File: src/rtl/pkt_rx.sv
// pkt_rx: network receive engine; pairs half-word BODY flits into words
// and writes them into data memory. Define PKT_RX_PORTCHK_EN to filter HEADs by MY_PORT.
module pkt_rx #(
    parameter logic [1:0]    pu_num     = 2'd0,
    parameter int            WIDTH      = 31,
    parameter int            FLOWBL     = 16,
    parameter int            PORT       = 1,
    parameter int            DMSB       = 7,
    parameter logic [PORT:0] MY_PORT    = '0,
    parameter int            FIFO_DEPTH = 4
) (
    input  logic              clk,
    input  logic              rst,
    input  logic [FLOWBL+1:0] rx,
    input  logic              arm,
    input  logic [DMSB:0]     base,
    input  logic [DMSB+1:0]   limit,
    output logic              wr_req,
    output logic [DMSB:0]     wr_ad,
    output logic [WIDTH:0]    wr_d,
    input  logic              wr_gnt,
    output logic              busy,
    output logic              done,
    output logic [3:0]        err,
    output logic [DMSB+1:0]   rcount
);

    localparam int FLOWBH = FLOWBL + 1;
    localparam int AW = $clog2(FIFO_DEPTH);
    localparam logic [AW:0] FULL_CNT = FIFO_DEPTH[AW:0];

    localparam logic [1:0] T_HEAD = 2'd1;
    localparam logic [1:0] T_BODY = 2'd2;
    localparam logic [1:0] T_TAIL = 2'd3;

    typedef enum logic [2:0] {
        S_IDLE,
        S_ARMED,
        S_RECV,
        S_DROP,
        S_DRAIN
    } state_t;

    state_t state, state_nx;

    logic [1:0]        typ;
    logic [FLOWBL-1:0] pay;
    logic              is_head, is_body, is_tail;
    logic              port_ok;

    logic [FLOWBL-1:0] low_r;
    logic              half_r;
    logic [DMSB:0]     ptr_r;
    logic [DMSB+1:0]   lim_r;

    logic [WIDTH:0]    mem [FIFO_DEPTH];
    logic [AW-1:0]     rd_p, wr_p;
    logic [AW:0]       cnt, cnt_nx;

    logic              arm_load;
    logic              store_low, push_try, odd_tail, stray, clr_half;
    logic              lim_hit, full, pop, push_ok, set_ovf, set_lim;
    logic [FLOWBL-1:0] hi_half;
    logic [WIDTH:0]    push_data;

    logic              unused_ok;

    assign typ     = rx[FLOWBH:FLOWBL];
    assign pay     = rx[FLOWBL-1:0];
    assign is_head = (typ == T_HEAD);
    assign is_body = (typ == T_BODY);
    assign is_tail = (typ == T_TAIL);

`ifdef PKT_RX_PORTCHK_EN
    assign port_ok = (pay[PORT:0] == MY_PORT);
`else
    assign port_ok = 1'b1;
`endif

    assign unused_ok = ^{pu_num, MY_PORT};

    // FIFO status and push qualification; limit check wins over overflow
    always_comb begin
        full      = (cnt == FULL_CNT);
        pop       = wr_req & wr_gnt;
        lim_hit   = (rcount == lim_r);
        push_ok   = push_try & ~lim_hit & (~full | pop);
        set_lim   = push_try & lim_hit;
        set_ovf   = push_try & ~lim_hit & full & ~pop;
        hi_half   = odd_tail ? '0 : pay;
        push_data = {hi_half, low_r};
        cnt_nx    = cnt + (AW+1)'(push_ok) - (AW+1)'(pop);
        arm_load  = (state == S_IDLE) & arm;
    end

    // State register
    always_ff @(posedge clk or posedge rst) begin
        if (rst) state <= S_IDLE;
        else     state <= state_nx;
    end

    // Next-state logic
    always_comb begin
        state_nx = state;
        unique case (state)
            S_IDLE:  if (arm) state_nx = S_ARMED;
            S_ARMED: if (is_head) state_nx = port_ok ? S_RECV : S_DROP;
            S_DROP:  if (is_tail) state_nx = S_ARMED;
            S_RECV:  if (is_tail) state_nx = S_DRAIN;
            S_DRAIN: if (cnt_nx == '0) state_nx = S_IDLE;
            default: state_nx = S_IDLE;
        endcase
    end

    // Per-state flit actions
    always_comb begin
        store_low = 1'b0;
        push_try  = 1'b0;
        odd_tail  = 1'b0;
        stray     = 1'b0;
        clr_half  = 1'b0;
        busy      = (state != S_IDLE);
        unique case (state)
            S_ARMED: stray = is_body | is_tail;
            S_RECV: begin
                unique case (1'b1)
                    is_body: begin
                        store_low = ~half_r;
                        push_try  = half_r;
                    end
                    is_tail: begin
                        push_try = half_r;
                        odd_tail = half_r;
                        clr_half = 1'b1;
                    end
                    is_head: begin
                        stray    = 1'b1;
                        clr_half = 1'b1;
                    end
                    default: ;
                endcase
            end
            default: ;
        endcase
    end

    // Assembly, address pointer, count and sticky status
    always_ff @(posedge clk or posedge rst) begin
        if (rst) begin
            low_r  <= '0;
            half_r <= 1'b0;
            ptr_r  <= '0;
            lim_r  <= '0;
            rcount <= '0;
            err    <= '0;
            done   <= 1'b0;
        end else begin
            done <= (state == S_DRAIN) && (cnt_nx == '0);
            if (arm_load) begin
                ptr_r  <= base;
                lim_r  <= limit;
                rcount <= '0;
                err    <= '0;
                half_r <= 1'b0;
            end else begin
                if (pop) ptr_r <= ptr_r + 1'b1;
                if (push_ok) rcount <= rcount + 1'b1;
                if (store_low) begin
                    low_r  <= pay;
                    half_r <= 1'b1;
                end else if (push_try | clr_half) begin
                    half_r <= 1'b0;
                end
                err <= err | {set_lim, odd_tail, set_ovf, stray};
            end
        end
    end

    // Write buffer pointers and occupancy
    always_ff @(posedge clk or posedge rst) begin
        if (rst) begin
            rd_p <= '0;
            wr_p <= '0;
            cnt  <= '0;
        end else begin
            if (push_ok) wr_p <= wr_p + 1'b1;
            if (pop) rd_p <= rd_p + 1'b1;
            cnt <= cnt_nx;
        end
    end

    // Write buffer storage; contents are don't-care while empty
    always_ff @(posedge clk) begin
        if (push_ok) mem[wr_p] <= push_data;
    end

    // Write port
    always_comb begin
        wr_req = (cnt != '0);
        wr_ad  = ptr_r;
        wr_d   = wr_req ? mem[rd_p] : '0;
    end

endmodule

File: config.mk
export PLATFORM = sky130hd
export DESIGN_NAME = pkt_rx
export DESIGN_NICKNAME = d
export VERILOG_FILES = /design/src/rtl/pkt_rx.sv
export SDC_FILE = /design/constraint.sdc
export NUM_CORES = 1
export LEC_CHECK = 0
export BUFFER_PORTS_ARGS = -buffer_cell sky130_fd_sc_hd__buf_4
export CORE_MARGIN = 1.5
export CORE_UTILIZATION = 60
export CTS_BUF_LIST = sky130_fd_sc_hd__clkbuf_4
export DETAILED_ROUTE_END_ITERATION = 6
export PLACE_DENSITY = 0.82
export SYNTH_ARGS = -nofsm -noshare
export SYNTH_HDL_FRONTEND = slang
export SYNTH_SLANG_ARGS = --single-unit
File: constraint.sdc
create_clock -name clk -period 3.25 [get_ports clk]
set_input_delay 0.325 -clock clk [delete_from_list [all_inputs] [get_ports clk]]
set_output_delay 0.325 -clock clk [all_outputs]
set_load 0.05 [all_outputs]
* Word-level counts from Yosys, hierarchy flattened *
Memory sizes are Yosys's and may differ from the RTL's.
Index checks and enable logic that the tools add are counted.

word-level totals
  bits in registers = 58
  bits in writable memories = 128
  input port bits = 39
  output and inout port bits = 56
  logic and storage cells = 88
  memories = 1

operators by class
  add/subtract/negate cells = 6
  equal/unequal tests = 14
  mux-type cells = 28
  bitwise operators = 16
  reduce and logical (&&, ||, !) cells = 12

memories
  name  words  width  read ports  clocked after memory_dff  wr ports  line  text
  mem   4      32     1           0                         1         56    logic [WIDTH:0] mem [FIFO_DEPTH];

operators with widths
  operator                                                         count
  32-bit two-way mux                                               1
  9-bit two-way mux                                                2
  16-bit two-way mux                                               1
  8-bit two-way mux                                                2
  3-bit two-way mux                                                5
  3-bit case mux with 5 select lines                               1
  1-bit two-way mux                                                14
  2-bit inequality test, second input constant                     5
  9-bit by 1-bit adder with 9-bit output, second input constant    1
  9-bit == test                                                    1
  3-bit nonzero test                                               3
  8-bit by 1-bit adder with 8-bit output, second input constant    1
  1-bit bitwise AND                                                7
  3-bit by 2-bit == test with 1-bit output, second input constant  2
  3-bit == test, second input constant                             2
  3-bit zero test                                                  2
  1-bit NOT                                                        5
  5-bit AND reduction                                              1
  2-bit by 1-bit adder with 2-bit output, second input constant    2
  2-bit == test, second input constant                             2
  4-bit two-way mux                                                1
  4-bit OR                                                         1
  2-bit nonzero test                                               2
  2-bit OR reduction                                               2
  8 further kinds                                                  10

* Logic depth before layout (Yosys ltp) *
Gate-level depths: netlist (run 1).

  depth in word-level cells = 11
  mapped depth = 15
  depth with buffers taken out = 14

* Least setup slack after synthesis (run 1) *
OpenSTA, ideal clock, no wires.

  path kind = flip-flop to flip-flop
  start point = register rcount[6]
  end point = register state[2]
  setup time = 136 ps
  arrival time = 3053 ps
  required time = 3114 ps
  setup slack = 61 ps
  cell stages (with the launch flop) = 15
  buffers on the path = 0
  clock period less this slack = 3189 ps
  path through = dfrtp_1 xnor2_1 nand3_1 nor3_4 nor2_4 inv_2 ha_1 inv_1 ha_1 inv_1 fa_1 xnor2_1 xnor2_1 o311ai_0 a21oi_1

on the way
  word-level cells in the longest chain between the ends = 9

RTL lines
  what                                         line  text
  start: declaration                           25    output logic [DMSB+1:0] rcount
  start signal: assignment                     167   if (push_ok) rcount <= rcount + 1'b1;
  9-bit == test                                86    lim_hit = (rcount == lim_r);
  1-bit NOT                                    87    push_ok = push_try & ~lim_hit & (~full | pop);
  1-bit bitwise AND (2 in series)              87
  3-bit by 1-bit adder with 3-bit output       92    cnt_nx = cnt + (AW+1)'(push_ok) - (AW+1)'(pop);
  3-bit by 1-bit subtractor with 3-bit output  92
  named net cnt_nx[2]                          58    logic [AW:0] cnt, cnt_nx;
  3-bit zero test                              110   S_DRAIN: if (cnt_nx == '0) state_nx = S_IDLE;
  2-bit inequality test (no source line)       --
  5-bit AND reduction (no source line)         --
  end signal: assignment                       99    else state <= state_nx;
  end: declaration                             44    state_t state, state_nx;

The timed path passes the listed nets, and every way through them passes these cells.
A chain may end at the register's enable or synchronous reset.

* Final worst setup path (run 1) *
  start point = register state[0]
  end point = register state[2]

on the way
  word-level cells in the longest chain between the ends = 9
  elaborated cells on any way between the ends = 18
  classes of those cells = 2 x add/sub; 9 x eq/ne; 2 x mux; 2 x bitwise; 3 x reduce/logical

RTL lines
  what                                         line  text
  3-bit by 2-bit == test with 1-bit output     123   unique case (state)
  1-bit two-way mux                            123
  1-bit bitwise AND (2 in series)              87
  3-bit by 1-bit adder with 3-bit output       92
  3-bit by 1-bit subtractor with 3-bit output  92
  named net cnt_nx[2]                          58
  3-bit zero test                              110
  2-bit inequality test (no source line)       --
  5-bit AND reduction (no source line)         --

The timed path passes the listed nets, and every way through them passes these cells.

==> flow_summary.yaml, run 1 <==
run_status:
  status: "completed"
placed_design:
  gp_congestion: 0.808
  placed_area_sq_um: 8700
  dp_cells: 737
  dpl.hpwl_microns: 8840
  pre_cts_slack_ps: 86.6
  io_buffers: 94
floorplan:
  row_count: 41
  die_y_microns: 117
  io_pins: 95
  start_util_pct: 61.7
  die-area_sq_um: 13700
  core_area_sq_um: 12600
  fp.dieW_microns: 117
routing:
  route.met3.wl_microns: 579
  dr.first_iter.drc_count: 230
  drt-total-wl_microns: 14500
  detail-route-antenna-nets: 0
  vias: 4464
  vias_per_cell: 5.54
  drc_errors: 0
  drt_first_pass_iters: 4
  top_layer: "met4"
  route.layer.met1.wl_microns: 6070
  wl_met2_microns: 7680
  wl_per_cell_microns: 18.0
clock_network:
  clk_path_buf_depth: 2
  cts_buffers: 17
  cts.sinks: 186
  clk_pin_slew_ps: 140
  cts_tree: "yes"
  cts_max_level: 4
  post_cts_buffers: 0
  insertion_delay_ps: 540
  cts-root-buf: "clkbuf_4"
pwr:
  p_clk_share_pct: 15.6
  leakagePower_nw: 3.63
  p_int_w: 0.00495
  switchingPower_w: 0.00327
  seqPwrFrac_pct: 41.2
  p_comb_share_pct: 43.2
  ir_drop_mv: 0.643
  netSwitchingFraction_pct: 39.7
  powerDensity_nw_per_um2: 876
synthesis:
  synthDominantCellAreaShare_pct: 49.4
  yosysSeqAreaShare_pct: 68.0
  synth_ff_type: "edfxtp_1"
  synth_area_sq_um: 7780
  yosysUniqueCellTypes: 50
  synth_area_leaders: "edfxtp_1 (49%), dfrtp_1 (19%), mux4_2 (9.3%), nor2b_1 (2.6%), nand2_1 (2.3%)"
  postSynthCellCount: 483
  yosys.area.top_type: "edfxtp_1"
  ys.warnings.count: 0
  async_flop_share_pct: 31.2
  synth_edf_count: 128
  ys_ff_latch: 186
  syn_nets: 531
  avgSynthCellArea_sq_um: 16.1
grt:
  grt_pass1_wl_microns: 22700
  gr-total-overflow: 0
  antenna_found_initial: 0
  grtUsageTotal_pct: 22.9
  grt_max_degree: 34
  grt_pass1_vias: 4487
cells_and_area:
  layout_commonest_cell: "edfxtp_1"
  areaGrowthSynthToFinish_pct: 20.5
  antenna_cells: 0
  fin_cells: 806
  final_area_sq_um: 9380
  final_nets: 669
  final_cell_mix: "edfxtp_1 (128), buf_4 (103), dfrtp_1 (53), nand2_1 (48), dlygate4sd3_1 (37)"
  drive_gt1_share_pct: 32.5
timing:
  fmax_mhz: 319
  hold_viol_final: 0
  timing.final.ws_setup_ps: 119
  clock_skew_ps: 17.3
  worst_pin_slew_ps: 881
  slew_headroom_pct: 41.3
  setup_viol: 0
  finalCritPeriodShare_pct: 96.3
  maxSlewViolCount: 0
  finalCriticalPeriod_ps: 3130
  finalSetupTns_ps: 0
setup_path:
  worstSetupPathType: "register to register"
  critPathRequiredTime_ps: 3680
  critPathArrivalTime_ps: 3560
  crit_path_end_kind: "register"
  critPathMaxFanout: 9
  worst_setup_path_start_kind: "register"
hold_path:
  hp-class: "primary input to register"
job:
  max_cap_viol_count: 0
[final timing paths]
path                           from  endpoint  slack, ps  depth (start not counted)
max                        state[0]  state[2]        120                         14
min                          wr_gnt    err[1]        270                          4
max reg2reg                state[0]  state[2]        120                         14
min reg2reg                lim_r[7]  lim_r[7]        510                          2
max in group asynchronous       rst    cnt[1]       1940                          4
min in group asynchronous       rst  low_r[4]        450                          3
[area by class of cell]
class	instances	area, sq um
tap	172	215
sequential	186	5300
clock inverter	9	124
clock buffer	23	173
timing repair buffer	142	1180
inverter	11	41.3
fill	803	3240
multi-input combinational	263	2340
[registers in the layout (all words and copies together), names as in the netlist]
signal  count
cnt         3
done        1
err         4
half_r      1
lim_r       9
low_r      16
mem       128
rcount      9
rd_p        2
state       3
wr_ad       8
wr_p        2
[metal layers]
layer  global-route usage, %  vias up
met5                       0        -
met2                    39.4      132
met4                    8.67        0
met3                    4.43       15
li1                        -     2059
met1                    29.3     2258
[cell usage after synthesis (5+ instances only)]
master and instances:
a211oi_1 5, a21oi_1 5, a31o_2 5, and2_1 21
buf_2 8, clkbuf_1 12, dfrtp_1 58, edfxtp_1 128
ha_1 8, inv_1 10, mux2_2 6, mux2_4 10
mux2i_1 5, mux4_2 32, nand2_1 48, nand2b_1 5
nand3_1 6, nor2_1 8, nor2b_1 32, o21ai_0 10
xnor2_1 17, xor2_1 6
[critical path, stage by stage, from the launching register on]
cell and delay (ps):
dfrtp_2 490, nor3b_2 240, and3_2 260, nand2_2 80, nor2_4 180, inv_2 130
ha_1 300, inv_1 60, ha_1 150, inv_1 60, fa_1 390, xnor2_1 190
xnor2_1 130, o311ai_1 270, a21oi_1 110
[cells by family (layout without fill, tap and decap cells)]
| kind of cell | after synthesis | count (layout) | synth area share (%) |
|---|---|---|---|
| fa+ha+maj | 9 | 9 | 1.54 |
| compound gates | 31 | 31 | 2.60 |
| xor+xnor | 23 | 23 | 2.59 |
| buf+inv | 34 | 185 | 2.01 |
| flops | 186 | 186 | 68.0 |
| mux | 54 | 54 | 12.8 |
| simple gates | 146 | 146 | 10.4 |
[power by group through the flow]
stage / clock network, W / logic (W) / registers (W)
3_5_place_dp: 0 / 0.00352 / 0.00343
5_1_grt: 0.00141 / 0.00378 / 0.00345
2_1_floorplan: 0 / 0.00250 / 0.00347
6_report: 0.00128 / 0.00355 / 0.00338
3_3_place_gp: 0 / 0.00348 / 0.00338
4_1_cts: 0.00131 / 0.00357 / 0.00338
[metrics by stage]
stage               hold WS (ps)  util (%)  power (W)
floorplan                    430         -    0.00597
global placement             481      69.0    0.00687
detailed placement           490      69.0    0.00695
CTS                         5.68      74.2    0.00826
global route                 247      74.3    0.00865
finish                       268      74.3    0.00822
[repair_timing]
item / in CTS / in global routing
hold buffers: 36 / 1
resized for setup: 0 / 6
endpoints found under the hold margin: 65 / 1
setup endpoints to repair: 0 / 2
No activity file was read; power rests on OpenSTA's default activity.
==> run 2, diff against run 1 <==
- CORE_UTILIZATION: 60 -> 42
- PLACE_DENSITY: 0.82 -> unset
==> run 2 against run 1 <==
  * The flow now finishes with violations (design-rule violations)
  * Via count is 1.1% lower
  * Final cell count is 7.7% higher
  * Clock power is 17% lower
  * Non-clock buffer count is 4 higher
  * Clock-buffer cell count is 6 lower
  * Design area is 0.24% higher
  * Global-route usage is 6.0 points lower
  * First-iteration DRC count is 19% lower
==> flow_summary.yaml, run 2 (synthesized netlist as in run 1, its figures left out) <==
run_status:
  status: "finished with violations"
  failed_checks: "design-rule violations"
clock_network:
  cts.sinks: 186
  clk_pin_slew_ps: 130
  cts-root-buf: "clkbuf_4"
  cts_buffers: 17
  clk_path_buf_depth: 2
  post_cts_buffers: 0
  cts_tree: "yes"
  insertion_delay_ps: 550
  cts_max_level: 4
timing:
  finalCriticalPeriod_ps: 3020
  slew_headroom_pct: 35.0
  clock_skew_ps: 17.8
  finalCritPeriodShare_pct: 92.9
  rsz0062_at_grt: "no"
  maxSlewViolCount: 0
  finalSetupTns_ps: 0
  hold_viol_final: 0
  setup_viol: 0
  worst_pin_slew_ps: 973
  fmax_mhz: 331
grt:
  grt_pass1_vias: 4712
  antenna_found_initial: 1
  grt_max_degree: 42
  gr-total-overflow: 0
  grt_pass1_wl_microns: 24900
  grtUsageTotal_pct: 16.9
setup_path:
  reg2reg_from: "cnt[1]"
  worst-path-buf-inv: 3
  crit_path_end_kind: "register"
  r2r_cells: 13
  critPathArrivalTime_ps: 3450
  critPathRequiredTime_ps: 3680
  reg2reg_slack_ps: 230
  slowest_stage: "or4b_1"
  worst_setup_path_start_kind: "register"
  crit_chain: "or4b_1 > nand2_2 > nor2_4 > inv_2 > ha_1 > inv_1 > ha_1 > inv_1 > fa_1 > xnor2_1 > xnor2_1 > o311ai_1 > a21oi_1"
  slowest_delay_ps: 580
  reg2reg_to: "state[2]"
  critPathMaxFanout: 9
  worstSetupPathType: "register to register"
  cp_top_family: "simple AND/OR/NAND/NOR gates"
cells_and_area:
  largest_register_ffs: 128
  final_cell_mix: "edfxtp_1 (128), buf_4 (108), dfrtp_1 (54), nand2_1 (48), dlygate4sd3_1 (37)"
  final_nets: 673
  areaGrowthSynthToFinish_pct: 20.8
  reg_top3: "mem x128, low_r x16"
  largest_register: "mem"
  layout_commonest_cell: "edfxtp_1"
  drive_gt1_share_pct: 32.1
hold_path:
  hp-class: "primary input to register"
  holdPathEnd: "err[1]"
  min_from: "wr_gnt"
  hold_path_depth: 4
routing:
  drt-total-wl_microns: 15300
  dr.first_iter.drc_count: 187
  vias_per_cell: 5.08
  drc_errors: 14
  wl_per_cell_microns: 17.6
  vias: 4413
  drt_first_pass_iters: 6
  detail-route-antenna-nets: 0
floorplan:
  io_pins: 95
  die_y_microns: 139
  fp.dieW_microns: 139
  die-area_sq_um: 19400
  start_util_pct: 43.0
  core_area_sq_um: 18100
  row_count: 49
placed_design:
  io_buffers: 94
  gp_congestion: 0.783
  dpl.hpwl_microns: 9580
pwr:
  leakagePower_nw: 3.60
  powerDensity_nw_per_um2: 850
  total_power_w: 0.00799
  ir_drop_mv: 0.512
job:
  max_cap_viol_count: 0
-- run 2: cell count changes in the layout (fill, tap and decap cells not counted), moves of 2 or more --
| cell | before | now |
|---|---|---|
| buf_4 | 103 | 108 |
| bufinv_16 | 3 | 0 |
| clkbuf_4 | 23 | 17 |
| clkinv_1 | 1 | 6 |
| clkinv_2 | 3 | 0 |
| clkinv_4 | 0 | 3 |
| inv_6 | 0 | 2 |
-- run 2: timing repair --
item / CTS / global route
endpoints found under the setup margin: 0 / 1
gates resized for setup: 0 / 5
hold buffers: 36 / 1
hold endpoints to repair: 66 / 1
-- run 2: per-layer routing --
layer | vias to the layer above | GRT usage, % | wire length (microns)
met3 | 8 | 4.66 | 690
met2 | 98 | 28.6 | 7710
li1 | 2066 | - | -
met5 | - | 0 | 0
met1 | 2241 | 21.3 | 6770
met4 | 0 | 5.15 | 114
-- run 2: cell type report --
type | instances | area, sq um
fillers | 1511 | 8680
flip-flops and latches | 186 | 5300
multi-input cells | 263 | 2340
repair buffers | 146 | 1200
well taps | 229 | 287
clock buffers | 17 | 128
clock inverters | 15 | 100
inverters | 11 | 41.3
diodes | 1 | 2.50
-- run 2: through the flow --
stage	instance area [sq um]	hold WS [ps]	utilization (%)	setup WS [ps]	instances
6_report	9400	264	52.0	232	868
5_1_grt	9400	225	52.0	99.0	868
4_1_cts	9380	4.02	51.9	132	866
3_5_place_dp	8790	484	48.6	157	798
3_3_place_gp	8790	482	48.6	206	798
2_1_floorplan	7780	430	-	61.2	483
-- run 2: worst max path at each step --
stage / startpoint / end / slack [ps] / cells past startpoint
after floorplan: rcount[6] / state[2] / 60 / 14
after global routing: state[2] / state[2] / 100 / 14
after CTS: state[0] / state[2] / 130 / 14
final: cnt[1] / state[2] / 230 / 13
after global placement: cnt[1] / state[2] / 210 / 13
after detailed placement: cnt[1] / state[2] / 160 / 13
-- run 2: tightest hold or removal path: cells and delay by family --
family,cells,cell delay (ps)
AND/OR/NAND/NOR,2,210
buffers and inverters,1,90
AO/OA/AOI/OAI,1,160
-- run 2: power breakdown --
part	total, W	internal, W	leakage [nW]	switching, W
Clock	0.00106	0.000300	0.116	0.000756
Combinational	0.00357	0.00139	1.60	0.00218
Sequential	0.00337	0.00298	1.88	0.000386
==> run 3, diff against run 2 <==
- CORE_UTILIZATION: 42 -> 50
- PLACE_DENSITY: unset -> 0.7
- SLEW_MARGIN: unset -> 5
- clock period: 3.25 -> 3.1 ns (I/O delays scaled with it)
==> run 3 against run 2 <==
  * The flow now finishes without violations
  * Clock skew shrank 3.0 ps
  * Global-route usage grew 3.3 points
  * Sequential cell count is the same
  * Critical path depth is the same
  * First-iteration DRC count grew 16%
  * Final cell count shrank 3.9%
  * Via count grew 1.4%
==> flow_summary.yaml, run 3 (synthesized netlist as in run 1, its figures left out) <==
run_status:
  status: "completed"
pwr:
  p_comb_share_pct: 43.8
  ir_drop_mv: 0.738
  powerDensity_nw_per_um2: 921
  total_power_w: 0.00875
  seqPwrFrac_pct: 39.9
  p_int_w: 0.00529
  netSwitchingFraction_pct: 39.6
  switchingPower_w: 0.00346
  leakagePower_nw: 3.68
  p_clk_share_pct: 16.2
clock_network:
  cts.sinks: 186
  cts_max_level: 4
  cts_tree: "yes"
  clk_path_buf_depth: 2
  clk_pin_slew_ps: 130
  cts-root-buf: "clkbuf_4"
  cts_buffers: 17
  insertion_delay_ps: 570
cells_and_area:
  drive_gt1_share_pct: 34.3
  layout_commonest_cell: "edfxtp_1"
  final_nets: 680
  largest_register: "mem"
  final_area_sq_um: 9500
  reg_top3: "mem x128, low_r x16"
  final_cell_mix: "edfxtp_1 (128), buf_4 (115), nand2_1 (48), dfrtp_1 (48), dlygate4sd3_1 (37)"
  largest_register_ffs: 128
  areaGrowthSynthToFinish_pct: 22.1
timing:
  slew_headroom_pct: 33.9
  worst_pin_slew_ps: 990
  finalCritPeriodShare_pct: 93.3
  fmax_mhz: 346
  hold_viol_final: 0
  setup_viol: 0
  maxSlewViolCount: 0
  finalCriticalPeriod_ps: 2890
  clock_skew_ps: 14.8
floorplan:
  die-area_sq_um: 16300
  fp.dieW_microns: 128
  row_count: 45
  core_area_sq_um: 15200
  die_y_microns: 128
  start_util_pct: 51.2
  io_pins: 95
routing:
  vias_per_cell: 5.37
  dr.first_iter.drc_count: 216
  drt-total-wl_microns: 15200
  vias: 4475
  drt_first_pass_iters: 4
  wl_per_cell_microns: 18.2
  drc_errors: 0
  detail-route-antenna-nets: 0
setup_path:
  cp_top_family: "simple AND/OR/NAND/NOR gates"
  critPathRequiredTime_ps: 3550
  cp-startpoint: "cnt[0]"
  cp.depth: 13
  r2r_cells: 13
  reg2reg_to: "state[2]"
  reg2reg_slack_ps: 210
  crit_path_end_kind: "register"
  endpoint: "state[2]"
  slowest_delay_ps: 550
  worstSetupPathType: "register to register"
  critPathArrivalTime_ps: 3340
  reg2reg_from: "cnt[0]"
  worst-path-buf-inv: 3
  worst_setup_path_start_kind: "register"
  critPathMaxFanout: 4
  slowest_stage: "or4b_1"
  crit_chain: "or4b_1 > nand2_2 > nor2_4 > inv_2 > ha_1 > inv_1 > ha_1 > inv_1 > fa_1 > xnor2_1 > xnor2_1 > o311ai_1 > a21oi_1"
hold_path:
  hp-class: "primary input to register"
placed_design:
  placed_area_sq_um: 8770
  io_buffers: 94
  gp_congestion: 0.786
  dpl.hpwl_microns: 9160
grt:
  grtUsageTotal_pct: 20.2
  antenna_found_initial: 1
  gr-total-overflow: 0
  grt_max_degree: 47
  grt_pass1_vias: 4747
  grt_pass1_wl_microns: 24800
job:
  max_cap_viol_count: 0
-- run 3: cell types whose count changed in the layout (fill, tap and decap cells not counted), moves of 2 or more --
cell        delta
dfrtp_2        +6
clkinvlp_4     -2
clkbuf_4       +4
inv_6          -2
bufinv_16      +4
clkinv_4       -3
clkinv_2       +3
buf_4          +7
clkinv_1       -3
dfrtp_1        -6
-- run 3: cell type report --
type | count | area [sq um]
fillers | 1143 | 5700
flip-flops and latches | 186 | 5310
multi-input cells | 263 | 2350
repair buffers | 153 | 1250
well taps | 188 | 235
clock buffers | 21 | 158
clock inverters | 11 | 154
inverters | 11 | 41.3
diodes | 1 | 2.50
-- run 3: worst min path at each step --
stage	slack (ps)	cells after the start	to	start
floorplan	420	2	lim_r[0]	limit[0]
detailed placement	480	2	lim_r[7]	lim_r[7]
global route	70	3	state[2]	rx[17]
CTS	50	3	state[2]	rx[17]
finish	100	3	state[2]	rx[17]
global placement	480	1	err[1]	err[1]
-- run 3: timing repair --
action | CTS | global route
resized for setup | 0 | 3
hold buffers | 37 | 0
endpoints found under the setup margin | 0 | 2
buffers inserted | 0 | 5
endpoints found under the hold margin | 37 | 0
-- run 3: power groups by stage --
| stage | registers, W | clock network [W] | logic, W |
|---|---|---|---|
| after floorplan | 0.00364 | 0 | 0.00262 |
| after global placement | 0.00352 | 0 | 0.00375 |
| after detailed placement | 0.00355 | 0 | 0.00378 |
| after CTS | 0.00349 | 0.00146 | 0.00384 |
| after global routing | 0.00356 | 0.00155 | 0.00408 |
| final | 0.00349 | 0.00142 | 0.00383 |
-- run 3: routing by layer --
layer	wire length [microns]	GRT usage, %	vias up
met1	6740	26.1	2263
met5	0	0	-
li1	-	-	2080
met4	248	7.01	0
met3	636	4.42	21
met2	7560	33.9	111
-- run 3: stage by stage --
stage          utilization [%]  hold WS [ps]  instances  TNS, ps  setup WS (ps)
3_5_place_dp              57.7           484        759        0            101
3_3_place_gp              57.7           482        759        0            280
5_1_grt                   62.5          70.5        834    -7.24          -7.24
2_1_floorplan                -           415        483        0           82.3
6_report                  62.5           105        834        0            207
4_1_cts                   62.2          54.3        828        0           91.2
-- run 3: tightest hold or removal path: stages --
cell      delay (ps)
buf_4            150
nand4b_1         110
a21oi_1           70
